**src/rtl/count_display_if.sv**
```systemverilog
// Bundle between the mod-N counter side and the display driver: counter
// state and tally control in, wrap strobe, tally and display drive out.
interface count_display_if;
  logic [3:0] count;
  logic       direction;
  logic [3:0] N;
  logic       clear_wraps;
  logic       wrap_pulse;
  logic [7:0] wraps;
  logic [6:0] seg;
  logic       dp;
  logic [3:0] an;

  modport master (
    output count, direction, N, clear_wraps,
    input  wrap_pulse, wraps, seg, dp, an
  );

  modport slave (
    input  count, direction, N, clear_wraps,
    output wrap_pulse, wraps, seg, dp, an
  );
endinterface

```
**src/rtl/count_display_driver.sv**
```systemverilog
// Display driver for the mod-N up/down counter: samples the counter, counts
// wraps in a 2-digit BCD tally and scans a 4-digit 7-segment display
// (digits 1:0 = count in decimal, 3:2 = wrap tally, dp = counting down).
module count_display_driver #(
  parameter int REFRESH_DIV    = 4,
  parameter bit SEG_ACTIVE_LOW = 1'b1,
  parameter bit AN_ACTIVE_LOW  = 1'b1
) (
  input logic            clk,
  input logic            reset,
  count_display_if.slave bus
);

  localparam int              DIV_W    = (REFRESH_DIV > 2) ? $clog2(REFRESH_DIV) : 1;
  localparam logic [DIV_W-1:0] DIV_LAST = DIV_W'(REFRESH_DIV - 1);
  localparam logic [DIV_W-1:0] DIV_ONE  = DIV_W'(1);
  localparam logic [6:0]       SEG_IDLE = SEG_ACTIVE_LOW ? 7'h7F : 7'h00;
  localparam logic             DP_IDLE  = SEG_ACTIVE_LOW ? 1'b1 : 1'b0;
  localparam logic [3:0]       AN_IDLE  = AN_ACTIVE_LOW ? 4'hF : 4'h0;

  // Active-high segment pattern {g,f,e,d,c,b,a} for one decimal digit.
  function automatic logic [6:0] seg_decode(input logic [3:0] digit, input logic blank);
    logic [6:0] pat;
    if (blank) begin
      pat = 7'h00;
    end else begin
      case (digit)
        4'd0:    pat = 7'h3F;
        4'd1:    pat = 7'h06;
        4'd2:    pat = 7'h5B;
        4'd3:    pat = 7'h4F;
        4'd4:    pat = 7'h66;
        4'd5:    pat = 7'h6D;
        4'd6:    pat = 7'h7D;
        4'd7:    pat = 7'h07;
        4'd8:    pat = 7'h7F;
        4'd9:    pat = 7'h6F;
        default: pat = 7'h00;
      endcase
    end
    return pat;
  endfunction

  logic [3:0]       c1_r, c2_r, m1_r;
  logic             d1_r;
  logic             det_s, det_r, wrap_pulse_r;
  logic [3:0]       ones_r, tens_r;
  logic [DIV_W-1:0] div_r;
  logic [1:0]       idx_r;
  logic [3:0]       digit_s;
  logic             blank_s;
  logic [3:0]       an_hot_s;
  logic             dp_s;
  logic [6:0]       seg_r;
  logic             dp_r;
  logic [3:0]       an_r;

  // Input stage: sample counter state, last-count value (N-1), and a delayed copy of count.
  always_ff @(posedge clk or posedge reset) begin
    if (reset) begin
      c1_r <= 4'd0;
      c2_r <= 4'd0;
      m1_r <= 4'd0;
      d1_r <= 1'b0;
    end else begin
      c1_r <= bus.count;
      c2_r <= c1_r;
      m1_r <= bus.N - 4'd1;
      d1_r <= bus.direction;
    end
  end

  // Wrap detect: only the exact last->0 (up) or 0->last (down) step counts.
  always_comb begin
    det_s = 1'b0;
    if (c1_r != c2_r) begin
      if (!d1_r) begin
        det_s = (c2_r == m1_r) && (c1_r == 4'd0);
      end else begin
        det_s = (c2_r == 4'd0) && (c1_r == m1_r);
      end
    end else begin
      det_s = 1'b0;
    end
  end

  // Wrap strobe pipeline and BCD tally; clear beats a coincident increment.
  always_ff @(posedge clk or posedge reset) begin
    if (reset) begin
      det_r        <= 1'b0;
      wrap_pulse_r <= 1'b0;
      ones_r       <= 4'd0;
      tens_r       <= 4'd0;
    end else begin
      det_r        <= det_s;
      wrap_pulse_r <= det_r;
      if (bus.clear_wraps) begin
        ones_r <= 4'd0;
        tens_r <= 4'd0;
      end else if (det_r) begin
        if (ones_r == 4'd9) begin
          ones_r <= 4'd0;
          tens_r <= (tens_r == 4'd9) ? 4'd0 : tens_r + 4'd1;
        end else begin
          ones_r <= ones_r + 4'd1;
        end
      end
    end
  end

  // Refresh divider and digit scan index.
  always_ff @(posedge clk or posedge reset) begin
    if (reset) begin
      div_r <= '0;
      idx_r <= 2'd0;
    end else if (div_r == DIV_LAST) begin
      div_r <= '0;
      idx_r <= idx_r + 2'd1;
    end else begin
      div_r <= div_r + DIV_ONE;
    end
  end

  // Select digit value, blanking and enable for the current scan index.
  always_comb begin
    digit_s  = 4'd0;
    blank_s  = 1'b1;
    an_hot_s = 4'b0000;
    case (idx_r)
      2'd0: begin
        digit_s  = (c1_r >= 4'd10) ? c1_r - 4'd10 : c1_r;
        blank_s  = 1'b0;
        an_hot_s = 4'b0001;
      end
      2'd1: begin
        digit_s  = (c1_r >= 4'd10) ? 4'd1 : 4'd0;
        blank_s  = (c1_r < 4'd10);
        an_hot_s = 4'b0010;
      end
      2'd2: begin
        digit_s  = ones_r;
        blank_s  = 1'b0;
        an_hot_s = 4'b0100;
      end
      2'd3: begin
        digit_s  = tens_r;
        blank_s  = 1'b0;
        an_hot_s = 4'b1000;
      end
      default: begin
        digit_s  = 4'd0;
        blank_s  = 1'b1;
        an_hot_s = 4'b0000;
      end
    endcase
    dp_s = (idx_r == 2'd0) && d1_r;
  end

  // Registered display drive with board polarity applied after decode.
  always_ff @(posedge clk or posedge reset) begin
    if (reset) begin
      seg_r <= SEG_IDLE;
      dp_r  <= DP_IDLE;
      an_r  <= AN_IDLE;
    end else begin
      seg_r <= SEG_ACTIVE_LOW ? ~seg_decode(digit_s, blank_s) : seg_decode(digit_s, blank_s);
      dp_r  <= SEG_ACTIVE_LOW ? ~dp_s : dp_s;
      an_r  <= AN_ACTIVE_LOW ? ~an_hot_s : an_hot_s;
    end
  end

  assign bus.wrap_pulse = wrap_pulse_r;
  assign bus.wraps      = {tens_r, ones_r};
  assign bus.seg        = seg_r;
  assign bus.dp         = dp_r;
  assign bus.an         = an_r;

endmodule

```
**src/flat_wrapper.sv**
```systemverilog
// flat-port wrapper written by rule: the top's interface ports become plain ports
module count_display_driver_flat 
#(
  parameter int REFRESH_DIV    = 4,
  parameter bit SEG_ACTIVE_LOW = 1'b1,
  parameter bit AN_ACTIVE_LOW  = 1'b1
)
  (clk, reset, bus_count, bus_direction, bus_N, bus_clear_wraps, bus_wrap_pulse, bus_wraps, bus_seg, bus_dp, bus_an);
  count_display_if bus_i ();
  input logic clk;
  input logic reset;
  input wire logic [$bits(bus_i.count)-1:0] bus_count;
  input wire logic [$bits(bus_i.direction)-1:0] bus_direction;
  input wire logic [$bits(bus_i.N)-1:0] bus_N;
  input wire logic [$bits(bus_i.clear_wraps)-1:0] bus_clear_wraps;
  output wire logic [$bits(bus_i.wrap_pulse)-1:0] bus_wrap_pulse;
  output wire logic [$bits(bus_i.wraps)-1:0] bus_wraps;
  output wire logic [$bits(bus_i.seg)-1:0] bus_seg;
  output wire logic [$bits(bus_i.dp)-1:0] bus_dp;
  output wire logic [$bits(bus_i.an)-1:0] bus_an;
  assign bus_i.count = bus_count;
  assign bus_i.direction = bus_direction;
  assign bus_i.N = bus_N;
  assign bus_i.clear_wraps = bus_clear_wraps;
  assign bus_wrap_pulse = bus_i.wrap_pulse;
  assign bus_wraps = bus_i.wraps;
  assign bus_seg = bus_i.seg;
  assign bus_dp = bus_i.dp;
  assign bus_an = bus_i.an;
  count_display_driver #(.REFRESH_DIV(REFRESH_DIV), .SEG_ACTIVE_LOW(SEG_ACTIVE_LOW), .AN_ACTIVE_LOW(AN_ACTIVE_LOW)) u_core (.clk(clk), .reset(reset), .bus(bus_i));
endmodule
```
**config.mk**
```make
export PLATFORM = sky130hd
export DESIGN_NAME = count_display_driver_flat
export DESIGN_NICKNAME = d
export VERILOG_FILES = /design/src/rtl/count_display_if.sv /design/src/rtl/count_display_driver.sv /design/src/flat_wrapper.sv
export SDC_FILE = /design/constraint.sdc
export NUM_CORES = 1
export LEC_CHECK = 0
export ABC_AREA = 1
export BUFFER_PORTS_ARGS = -buffer_cell sky130_fd_sc_hd__buf_4
export CAP_MARGIN = 20
export CORE_MARGIN = 2
export CORE_UTILIZATION = 56
export DETAILED_ROUTE_END_ITERATION = 12
export PLACE_DENSITY = 0.84
export SLEW_MARGIN = 30
export SYNTH_ARGS = -nofsm -noshare
export SYNTH_HDL_FRONTEND = slang
export SYNTH_SLANG_ARGS = --single-unit
```
**constraint.sdc**
```tcl
create_clock -name clk -period 2.7 [get_ports clk]
set_clock_uncertainty 0.1 [all_clocks]
set_input_delay 0.405 -clock clk [delete_from_list [all_inputs] [get_ports clk]]
set_output_delay 0.405 -clock clk [all_outputs]
set_load 0.05 [all_outputs]
```
==> impl_metrics.ini <==
[status]
outcome = complete, no violations

[timing]
tightest_slew_ns = 0.467
period_needed_ns = 2.04
timing.fmax_mhz = 491
setup_tns_ns = 0
rsz0062_at_grt = false
hold_viol_final = 0
fin_crit_sh = 0.755
drv_slew = 0
setup_viol = 0
slew_headroom = 0.689

[setup_path]
end_kind = flop
crit_fanout = 6
crit_chain = inv_1 > ha_1 > inv_2 > nand3_1 > nand2_2 > inv_1 > ha_1 > nand3b_1 > nand3_1 > nand2_1
required_ns = 2.89
startpoint_type = flop
arrival_ns = 2.23
cpPeakStageDelay_ns = 0.45
cpMaxStageDelayCell = dfrtp_1
critPathKind = flop to flop

[route]
route.vias.total = 1575
wl_per_cell_um = 11.1
ant_nets = 0
first_pass_iters = 4
wl_mm = 3.49
drt-vias-per-instance = 5.02
drc = 0
drt_iter0_markers = 76

[layout]
multi_input_area_um2 = 878
n_antenna_cell = 0
nFillCells = 274
drive_gt1_frac = 0.239
syn_to_final_growth_pct = 19.4
final_area_um2 = 2430
final_nets = 297
ff_latch_area_um2 = 991
fin_cells = 314

[run]
cap_violations = 0

[clock_network]
cts_setup_buffers = 0
cts_tree = yes
clkTransAtPathRegs_ns = 0.12
cts_hold_buf = 0
insertion_delay_ns = 0.35
cts_sinks = 39
cts_buffers = 5
htreeDepth = 2
ctsLongestPathBuffers = 2
cts-root-buf = clkbuf_4
post_cts.resized_instances = 0

[pwr]
p_int_mw = 1.02
power_density_nw_per_um2 = 593
vdd_drop_max_mv = 0.366
p_seq_frac = 0.466
p_leak_nw = 1.28
p_comb_frac = 0.205
switchingPower_uw = 422
switching_share = 0.293
total_power_mw = 1.44
power_frac_clock = 0.329

[synth]
synth.top_cells.by_count = 50 x nand2_1, 36 x inv_1, 27 x dfrtp_1
synthArstFlopShare = 1.00
ys.flop_type = dfrtp_1
synth.cell_area_um2 = 2030
synth_seq_area_share = 0.487
ys.warnings.count = 0
yosys-top-cells-area = dfrtp_1 33%, dfstp_2 15%, ha_1 11%
yosysMostFrequentCell = nand2_1
synth_edf_count = 0
synth.largest_area_cell = dfrtp_1
synthesis.nets = 258
synthCells = 228
ys_ff_latch = 39
synth.distinct_cells = 25
synth_area_per_cell_um2 = 8.92
yosys.area.top_type_share = 0.332

[grt]
grt_pass1_wl_mm = 6.14
grt_pass1_vias = 1496
grt-ovfl-total = 0
grt_max_degree = 40
antenna_found_initial = 0
grt_usage = 0.193

[place]
dp_cells = 306
place_congestion = 0.834
placed_area_um2 = 2330
dpl.hpwl_mm = 2.68
io_buffer_count = 32

[floorplanning]
die_h_um = 64.3
core_area_um2 = 3420
num_io_pins = 33
floorplan.initialDensity = 0.596
die_area_um2 = 4130
die_w_um = 64.3
rows = 21

[hold_path]
hold_path_class = primary input to asynchronous set/reset pin
[critical path, delay by kind of cell, from the launching register on]
kind	cells	cell delay [ns]
and+or+nand+nor	5	0.56
adders and majority gates	2	0.54
DFF	1	0.45
buffers and inverters	3	0.34
[per-stage QoR]
stage	hold slack (ns)	setup slack, ns	util
finish	0.0556	0.663	0.711
global route	0.0322	0.470	0.711
CTS	0.0474	0.661	0.711
detailed placement	0.311	0.675	0.682
global placement	0.296	0.748	0.682
floorplan	0.274	0.824	-
[final timing paths]
| check | startpoint | endpoint | slack (ns) | depth (start not counted) |
|---|---|---|---|---|
| setup reg to reg | u_core.idx_r[0] | u_core.bus.seg[3] | 0.66 | 10 |
| hold reg to reg | u_core.det_r | u_core.bus.wrap_pulse | 0.33 | 0 |
| max in group asynchronous | reset | u_core.bus.seg[4] | 2.09 | 3 |
| setup / recovery | u_core.idx_r[0] | u_core.bus.seg[3] | 0.66 | 10 |
| min in group clk | bus_count[3] | u_core.c1_r[3] | 0.06 | 1 |
| hold / removal | reset | u_core.det_r | 0.06 | 3 |
[power groups by stage]
stage | Clock [mW] | Combinational [mW] | Sequential [mW]
global route | 0.513 | 0.325 | 0.677
floorplan | 0 | 0.116 | 0.777
CTS | 0.485 | 0.299 | 0.672
detailed placement | 0 | 0.298 | 0.682
finish | 0.475 | 0.296 | 0.671
global placement | 0 | 0.292 | 0.681
[metal layers]
| metal | up-vias | track usage | share of wire |
|---|---|---|---|
| met3 | 7 | 0.0528 | 0.052 |
| met1 | 738 | 0.224 | 0.43 |
| met4 | 0 | 0.0691 | 0.016 |
| li1 | 789 | - | - |
| met2 | 41 | 0.341 | 0.50 |
| met5 | - | 0 | 0 |
[state kept, by name, summed over array words and instances (netlist names), 2 cells and up]
| signal | count |
|---|---|
| u_core.idx_r | 2 |
| u_core.bus.seg | 7 |
| u_core.m1_r | 4 |
| u_core.div_r | 2 |
| u_core.bus.an | 4 |
| u_core.c2_r | 4 |
| u_core.c1_r | 4 |
| u_core.ones_r | 4 |
| u_core.tens_r | 4 |
[final cells by class]
cell class,instances,share of cell area
clock inverter,2,0.0247
inverter,41,0.0633
tap,46,0.0237
sequential,39,0.408
clock buffer,6,0.0170
multi-input combinational,147,0.361
timing repair buffer,33,0.102
[cell families after synthesis]
group | share of synthesized area
adders and majority gates | 0.111
AOI/OAI and AO/OA | 0.0535
buffers and inverters | 0.0812
DFF | 0.487
xor gates and xnor gates | 0.0344
and+or+nand+nor | 0.233
[placed cells by master (no fill, tap or decap), drive strengths merged, types with 2 or more instances in the layout]
cell and count:
dfstp 12, dfrtp 27, nand2 54, nand3b 5, buf 33, nand4 2
bufinv 2, ha 18, nand3 19, nor2 18, o21ai 9, xnor2 2
xor2 6, clkbuf 6, a21oi 7, nor3 4, inv 41
No activity file was read; power rests on OpenSTA's default activity.
